[config.mk]
export PLATFORM = sky130hd
export DESIGN_NAME = csr_mach_unit
export DESIGN_NICKNAME = d
export VERILOG_FILES = /design/src/rtl/csr_mach_unit.sv
export SDC_FILE = /design/constraint.sdc
export NUM_CORES = 1
export LEC_CHECK = 0
export ABC_AREA = 1
export BUFFER_PORTS_ARGS = -buffer_cell sky130_fd_sc_hd__buf_2
export CAP_MARGIN = 10
export CORE_MARGIN = 2
export CORE_UTILIZATION = 35
export CTS_BUF_LIST = sky130_fd_sc_hd__clkbuf_4 sky130_fd_sc_hd__clkbuf_8 sky130_fd_sc_hd__clkbuf_16
export CTS_CLUSTER_DIAMETER = 200
export DETAILED_ROUTE_END_ITERATION = 8
export GPL_ROUTABILITY_DRIVEN = 0
export GPL_TIMING_DRIVEN = 0
export PLACE_DENSITY_LB_ADDON = 0.08
export SLEW_MARGIN = 10
export SYNTH_ARGS = -nofsm -noshare
export SYNTH_HDL_FRONTEND = slang
export SYNTH_SLANG_ARGS = --single-unit
export TNS_END_PERCENT = 50
[constraint.sdc]
create_clock -name clk -period 2.5 [get_ports clk]
set_input_delay 0.25 -clock clk [delete_from_list [all_inputs] [get_ports clk]]
set_output_delay 0.25 -clock clk [all_outputs]
set_load 0.02 [all_outputs]
[src/rtl/csr_mach_unit.sv]
// csr_mach_unit: machine-mode CSR file with counters, interrupt controller,
// WFI stall FSM and trap/mret PC redirect for the EX stage.
module csr_mach_unit #(
    parameter int DATA_BITS    = 32,
    parameter int ADDR_BITS    = 32,
    parameter int CSRADDR_BITS = 12,
    parameter int NUM_IRQ      = 2,
    parameter int CNT_BITS     = 64
) (
    input  logic                    clk,
    input  logic                    rst_n,
    input  logic                    ex_valid,
    input  logic [ADDR_BITS-1:0]    pc,
    input  logic [CSRADDR_BITS-1:0] csr_addr,
    input  logic [DATA_BITS-1:0]    rs1_rdata,
    input  logic                    wr,
    input  logic                    set,
    input  logic                    clr,
    input  logic                    mret,
    input  logic                    wfi,
    input  logic                    retire,
    input  logic [NUM_IRQ-1:0]      irq_i,
    output logic [DATA_BITS-1:0]    rd_wdata,
    output logic                    stall_o,
    output logic                    redirect_o,
    output logic [ADDR_BITS-1:0]    redirect_pc_o
);
    localparam int IW = $clog2(DATA_BITS);
    localparam logic [CSRADDR_BITS-1:0] A_MSTATUS  = CSRADDR_BITS'(12'h300);
    localparam logic [CSRADDR_BITS-1:0] A_MIE      = CSRADDR_BITS'(12'h304);
    localparam logic [CSRADDR_BITS-1:0] A_MTVEC    = CSRADDR_BITS'(12'h305);
    localparam logic [CSRADDR_BITS-1:0] A_MEPC     = CSRADDR_BITS'(12'h341);
    localparam logic [CSRADDR_BITS-1:0] A_MCAUSE   = CSRADDR_BITS'(12'h342);
    localparam logic [CSRADDR_BITS-1:0] A_MIP      = CSRADDR_BITS'(12'h344);
    localparam logic [CSRADDR_BITS-1:0] A_CYCLE    = CSRADDR_BITS'(12'hC00);
    localparam logic [CSRADDR_BITS-1:0] A_CYCLEH   = CSRADDR_BITS'(12'hC80);
    localparam logic [CSRADDR_BITS-1:0] A_INSTRET  = CSRADDR_BITS'(12'hC02);
    localparam logic [CSRADDR_BITS-1:0] A_INSTRETH = CSRADDR_BITS'(12'hC82);

    typedef enum logic [1:0] {RUN, WFI, REDIR} state_t;

    // line 0 -> MEIP(11), line 1 -> MTIP(7), the rest fill the platform range from bit 16
    function automatic logic [IW-1:0] irq_bit(input int k);
        return IW'(k == 0 ? 11 : k == 1 ? 7 : 14 + k);
    endfunction

    state_t                 state, state_nx;
    logic [ADDR_BITS-1:0]   target_r, target_nx;
    logic                   mst_mie, mst_mpie;
    logic [DATA_BITS-1:0]   mie_r, mtvec_r, mepc_r, mcause_r;
    logic [CNT_BITS-1:0]    cycle_r, instret_r;
    logic [DATA_BITS-1:0]   mip, pend, mstatus, new_val;
    logic [IW-1:0]          code;
    logic                   run, any_pend, take, do_op, do_mret, do_wfi;

    always_comb begin
        mip = '0;
        for (int k = 0; k < NUM_IRQ; k++)
            mip = mip | (DATA_BITS'((irq_i >> k) & NUM_IRQ'(1)) << irq_bit(k));
    end

    assign pend     = mip & mie_r;
    assign any_pend = |pend;

    // descending scan so the lowest-indexed pending line ends up in code
    always_comb begin
        code = '0;
        for (int k = NUM_IRQ - 1; k >= 0; k--)
            code = |(pend & (DATA_BITS'(1) << irq_bit(k))) ? irq_bit(k) : code;
    end

    assign mstatus = DATA_BITS'({2'b11, 3'b000, mst_mpie, 3'b000, mst_mie, 3'b000});

    always_comb begin
        rd_wdata = '0;
        case (csr_addr)
            A_MSTATUS:  rd_wdata = mstatus;
            A_MIE:      rd_wdata = mie_r;
            A_MTVEC:    rd_wdata = mtvec_r;
            A_MEPC:     rd_wdata = mepc_r;
            A_MCAUSE:   rd_wdata = mcause_r;
            A_MIP:      rd_wdata = mip;
            A_CYCLE:    rd_wdata = DATA_BITS'(cycle_r);
            A_CYCLEH:   rd_wdata = DATA_BITS'(64'(cycle_r) >> 32);
            A_INSTRET:  rd_wdata = DATA_BITS'(instret_r);
            A_INSTRETH: rd_wdata = DATA_BITS'(64'(instret_r) >> 32);
            default:    rd_wdata = '0;
        endcase
    end

    assign new_val = wr ? rs1_rdata : set ? (rd_wdata | rs1_rdata) : (rd_wdata & ~rs1_rdata);
    assign run     = state == RUN;
    assign take    = run & ex_valid & mst_mie & any_pend;
    assign do_op   = run & ex_valid & ~take & (wr | set | clr);
    assign do_mret = run & ex_valid & ~take & mret;
    assign do_wfi  = run & ex_valid & ~take & wfi & ~any_pend;

    always_comb begin
        state_nx  = state;
        target_nx = target_r;
        case (state)
            RUN: begin
                if (take) begin
                    state_nx  = REDIR;
                    target_nx = ADDR_BITS'(mtvec_r);
                end else if (do_mret) begin
                    state_nx  = REDIR;
                    target_nx = ADDR_BITS'(mepc_r);
                end else if (do_wfi) begin
                    state_nx  = WFI;
                end
            end
            WFI:     state_nx = any_pend ? RUN : WFI;
            REDIR:   state_nx = RUN;
            default: state_nx = RUN;
        endcase
    end

    assign stall_o       = (state == WFI) & ~any_pend;
    assign redirect_o    = state == REDIR;
    assign redirect_pc_o = target_r;

    always_ff @(posedge clk or negedge rst_n) begin
        if (!rst_n) begin
            state    <= RUN;
            target_r <= '0;
        end else begin
            state    <= state_nx;
            target_r <= target_nx;
        end
    end

    always_ff @(posedge clk or negedge rst_n) begin
        if (!rst_n) begin
            mst_mie   <= 1'b0;
            mst_mpie  <= 1'b0;
            mie_r     <= '0;
            mtvec_r   <= '0;
            mepc_r    <= '0;
            mcause_r  <= '0;
            cycle_r   <= '0;
            instret_r <= '0;
        end else begin
            cycle_r <= cycle_r + CNT_BITS'(1);
            if (retire)
                instret_r <= instret_r + CNT_BITS'(1);
            if (take) begin
                mepc_r   <= DATA_BITS'(pc) & ~DATA_BITS'(3);
                mcause_r <= {1'b1, (DATA_BITS-1)'(code)};
                mst_mpie <= mst_mie;
                mst_mie  <= 1'b0;
            end else if (do_mret) begin
                mst_mie  <= mst_mpie;
                mst_mpie <= 1'b1;
            end else if (do_op) begin
                case (csr_addr)
                    A_MSTATUS: begin
                        mst_mie  <= new_val[3];
                        mst_mpie <= new_val[7];
                    end
                    A_MIE:    mie_r    <= new_val;
                    A_MTVEC:  mtvec_r  <= new_val & ~DATA_BITS'(3);
                    A_MEPC:   mepc_r   <= new_val & ~DATA_BITS'(3);
                    A_MCAUSE: mcause_r <= new_val;
                    default: ;
                endcase
            end
        end
    end
endmodule
==> flow_summary_export.csv <==
group,metric,value,unit
synthesis,synth_ff_type,"dfrtp_1",
power,leakagePower,9.959,nW
route,vias_per_cell,5.241,
critical_path,critPathCaptureType,"output pin",
synthesis,syn_inst,2236,
route,routed_wl,68780,um
timing,finClkSkew,20.14,ps
global_route,grt_pass1_vias,15628,
clock_network,clock_sinks,286,
cells_and_area,regArea,7157,um2
synthesis,syn_area,16400,um2
timing,fin_crit,2455,ps
global_route,grtUsageTotal,28.58,%
min_path,min_from,"pc[18]",
global_route,grt.overflow.total,0,
synthesis,ys_types,43,
clock_network,clk_pin_slew_worst_paths,60,ps
global_route,antenna_found_initial,1,
timing,fin_ws,45.36,ps
timing,max_slew_margin,42.89,%
global_route,grt_start_max_net_pins,102,
floorplanning,std_cell_rows,79,
timing,setup_tns,0,ps
clock_network,cts_tree,"built",
cells_and_area,syn_to_final_growth,18.61,%
timing,worst_slew_pin_slew,856.6,ps
place,io_buffers,146,
floorplanning,die_h,220.5,um
global_route,grt_pass1_wl,101900,um
floorplanning,pin_count,153,
flow_run,drv_cap,0,
cells_and_area,fin_nets,2529,
route,dr.pass1.iters,6,
timing,hold_viol_final,0,
critical_path,path_buf_inv,3,
clock_network,clockBufferDepth,3,
critical_path,cpPeakStageDelay,300,ps
synthesis,synth_edf_count,0,
route,drtAntennaViolNets,0,
clock_network,cts_inserted_buffers,37,
timing,setup_viol,0,
floorplanning,die_w,220.5,um
cells_and_area,layout-drive-gt1-share,14.29,%
route,drt_iter0_drc,1641,
cells_and_area,num_antenna_cells,0,
min_path,min_path_type,"input port to flip-flop",
clock_network,clock-root-buffer,"clkbuf_16",
place,dp_hpwl,53970,um
cells_and_area,layout_common_cells,"nand2_1 (615), dfrtp_1 (286), nor2_1 (269)",
critical_path,critPathRequiredTime,2250,ps
clock_network,h-tree-depth,2,
critical_path,cp_cell_sequence,"buf_2 > nor2_2 > nand2_1 > nor2_4 > nand2_2 > clkbuf_2 > o22ai_1 > nor2_1 > nand2_1 > buf_2",
outcome,outcome,"finished clean",
timing,fin_crit_sh,98.19,%
floorplanning,start_util,35.38,%
clock_network,worstSkewPairLatency,570,ps
critical_path,crit_type,"input port to output pin",
power,p_total,14.35,mW
timing,drv_slew,0,
critical_path,critPathTopFamily,"simple AND/OR/NAND/NOR gates",
synthesis,yosys_warnings,0,
synthesis,yosys.area.top_type,"dfrtp_1",
power,vdd_drop_max,408.5,uV
route,drc,0,
synthesis,async_reset_ff_share,100.0,%
min_path,holdPathStages,3,
route,vias,16095,
critical_path,cpMaxStageDelayCell,"o22ai_1",
critical_path,worst-path-max-fanout,10,
critical_path,reg2reg_to,"mtvec_r[30]",
critical_path,rrSetupSlack,150,ps
synthesis,synth-seq-cells,286,
synthesis,yosysSeqAreaShare,43.63,%
route,top_layer_used,"met5",
cells_and_area,multi_input_area,8008,um2
critical_path,r2r-start,"mie_r[7]",
min_path,hold_end,"mepc_r[18]",
power,power.density,737.6,nW/um2
route,wl_met1,30400,um
synthesis,yosysTopAreaCellShare,43.63,%
route,wl_met3,4745,um
critical_path,cp.arrival,2200,ps
route,wire_per_inst,22.40,um
floorplanning,dieArea,48610,um2
critical_path,reg2regPathDepth,10,
route,met2RoutedLength,31180,um
floorplanning,core_area,46360,um2
place,pre_cts_ws,-573.5,ps
synthesis,avgSynthCellArea,7.335,um2
synthesis,yosys-top-cells-area,"dfrtp_1 (44%), nand2_1 (14%), nand3_1 (7.4%)",
place,place_area,17960,um2
critical_path,critical_path.startpoint_type,"input port",
cells_and_area,fin_area,19450,um2
cells_and_area,layout_commonest_cell,"nand2_1",
cells_and_area,fill_cells,4857,
timing,fmax,407.4,MHz
cell usage after synthesis, types with 8 or more instances:
| cell | count |
|---|---|
| o21ai_0 | 88 |
| dfrtp_1 | 286 |
| buf_2 | 48 |
| inv_1 | 221 |
| nor3_2 | 8 |
| clkbuf_1 | 25 |
| nand3_1 | 241 |
| o21ai_1 | 28 |
| nand4_1 | 36 |
| nor3_1 | 53 |
| a21oi_1 | 32 |
| a31oi_1 | 31 |
| xnor2_1 | 24 |
| xor2_1 | 95 |
| a21boi_1 | 30 |
| nand2_1 | 618 |
| nor4_1 | 12 |
| nor2_4 | 11 |
| nor2_2 | 13 |
| nor2_1 | 274 |
registers in the layout, summed over array words and instances (netlist names):
register and count:
mtvec_r 30, mie_r 32, mcause_r 32, cycle_r 64, instret_r 64, mst_mpie 1, mst_mie 1, state 2
mepc_r 30, redirect_pc_o 30
layer usage:
layer  up-vias  global-route usage, %
met1      7789                  39.39
met5         -                      0
met2       607                  45.69
met3       122                  4.137
met4         2                  10.29
li1       7575                      -
worst register-to-register path: stages (launching register included):
cell and delay [ps]:
dfrtp_1 370, nand2_1 110, nand2_1 120, inv_1 130
nor2_4 70, nor2_2 140, o21ai_2 130, nor3_2 420
clkbuf_1 580, nand2_1 120, nand2_1 90
worst max-delay path by stage:
stage	start	end	slack, ps	cells after the start
6_report	csr_addr[3]	rd_wdata[0]	50	10
5_1_grt	state[0]	mie_r[5]	-3	13
3_5_place_dp	csr_addr[3]	mcause_r[9]	-570	13
3_3_place_gp	rst_n	cycle_r[32]	-4790	1
2_1_floorplan	instret_r[0]	instret_r[58]	620	13
4_1_cts	csr_addr[3]	rd_wdata[7]	-60	9
logic make-up after synthesis:
| kind of cell | after synthesis | synth area share (%) |
|---|---|---|
| other | 1 | 0.02286 |
| flip-flops | 286 | 43.63 |
| buffers and inverters | 318 | 7.903 |
| AO/OA/AOI/OAI | 215 | 7.338 |
| XOR/XNOR | 119 | 6.354 |
| AND/OR/NAND/NOR | 1295 | 34.59 |
| adder cells (fa/ha/maj) | 2 | 0.1525 |
power breakdown:
| part | total, mW | leakage, nW | internal [mW] | switching [mW] |
|---|---|---|---|---|
| combinational | 2.72 | 5.83 | 0.932 | 1.79 |
| sequential | 5.90 | 3.49 | 5.36 | 0.540 |
| clock | 5.73 | 0.641 | 3.51 | 2.22 |
| total | 14.4 | 9.96 | 9.80 | 4.55 |
per-stage QoR:
stage | utilization, % | instances | hold WS (ps)
after floorplan | - | 2237 | -45.59
after global placement | 38.60 | 2990 | 461.7
after detailed placement | 38.74 | 2992 | 333.9
after CTS | 41.83 | 3068 | 0.5053
after global routing | 41.97 | 3071 | 26.45
final | 41.97 | 3071 | 10.02
timing repair:
action	CTS	global route
pin swaps	0	1
gates cloned	0	0
hold buffers	13	0
buffers inserted	0	3
endpoints found under the hold margin	102	0
resized for setup	16	20
setup endpoints to repair	25	125
cell type report:
type / instances / share of cell area [%]
buffer: 90 / 2.328
clock buffer: 52 / 5.711
clock inverter: 11 / 0.8361
inverter: 228 / 4.399
multi-input combinational: 1633 / 41.16
sequential: 286 / 36.79
tap: 607 / 3.904
timing repair buffer: 164 / 4.875
Note: power is estimated with default switching activity, not from simulation.
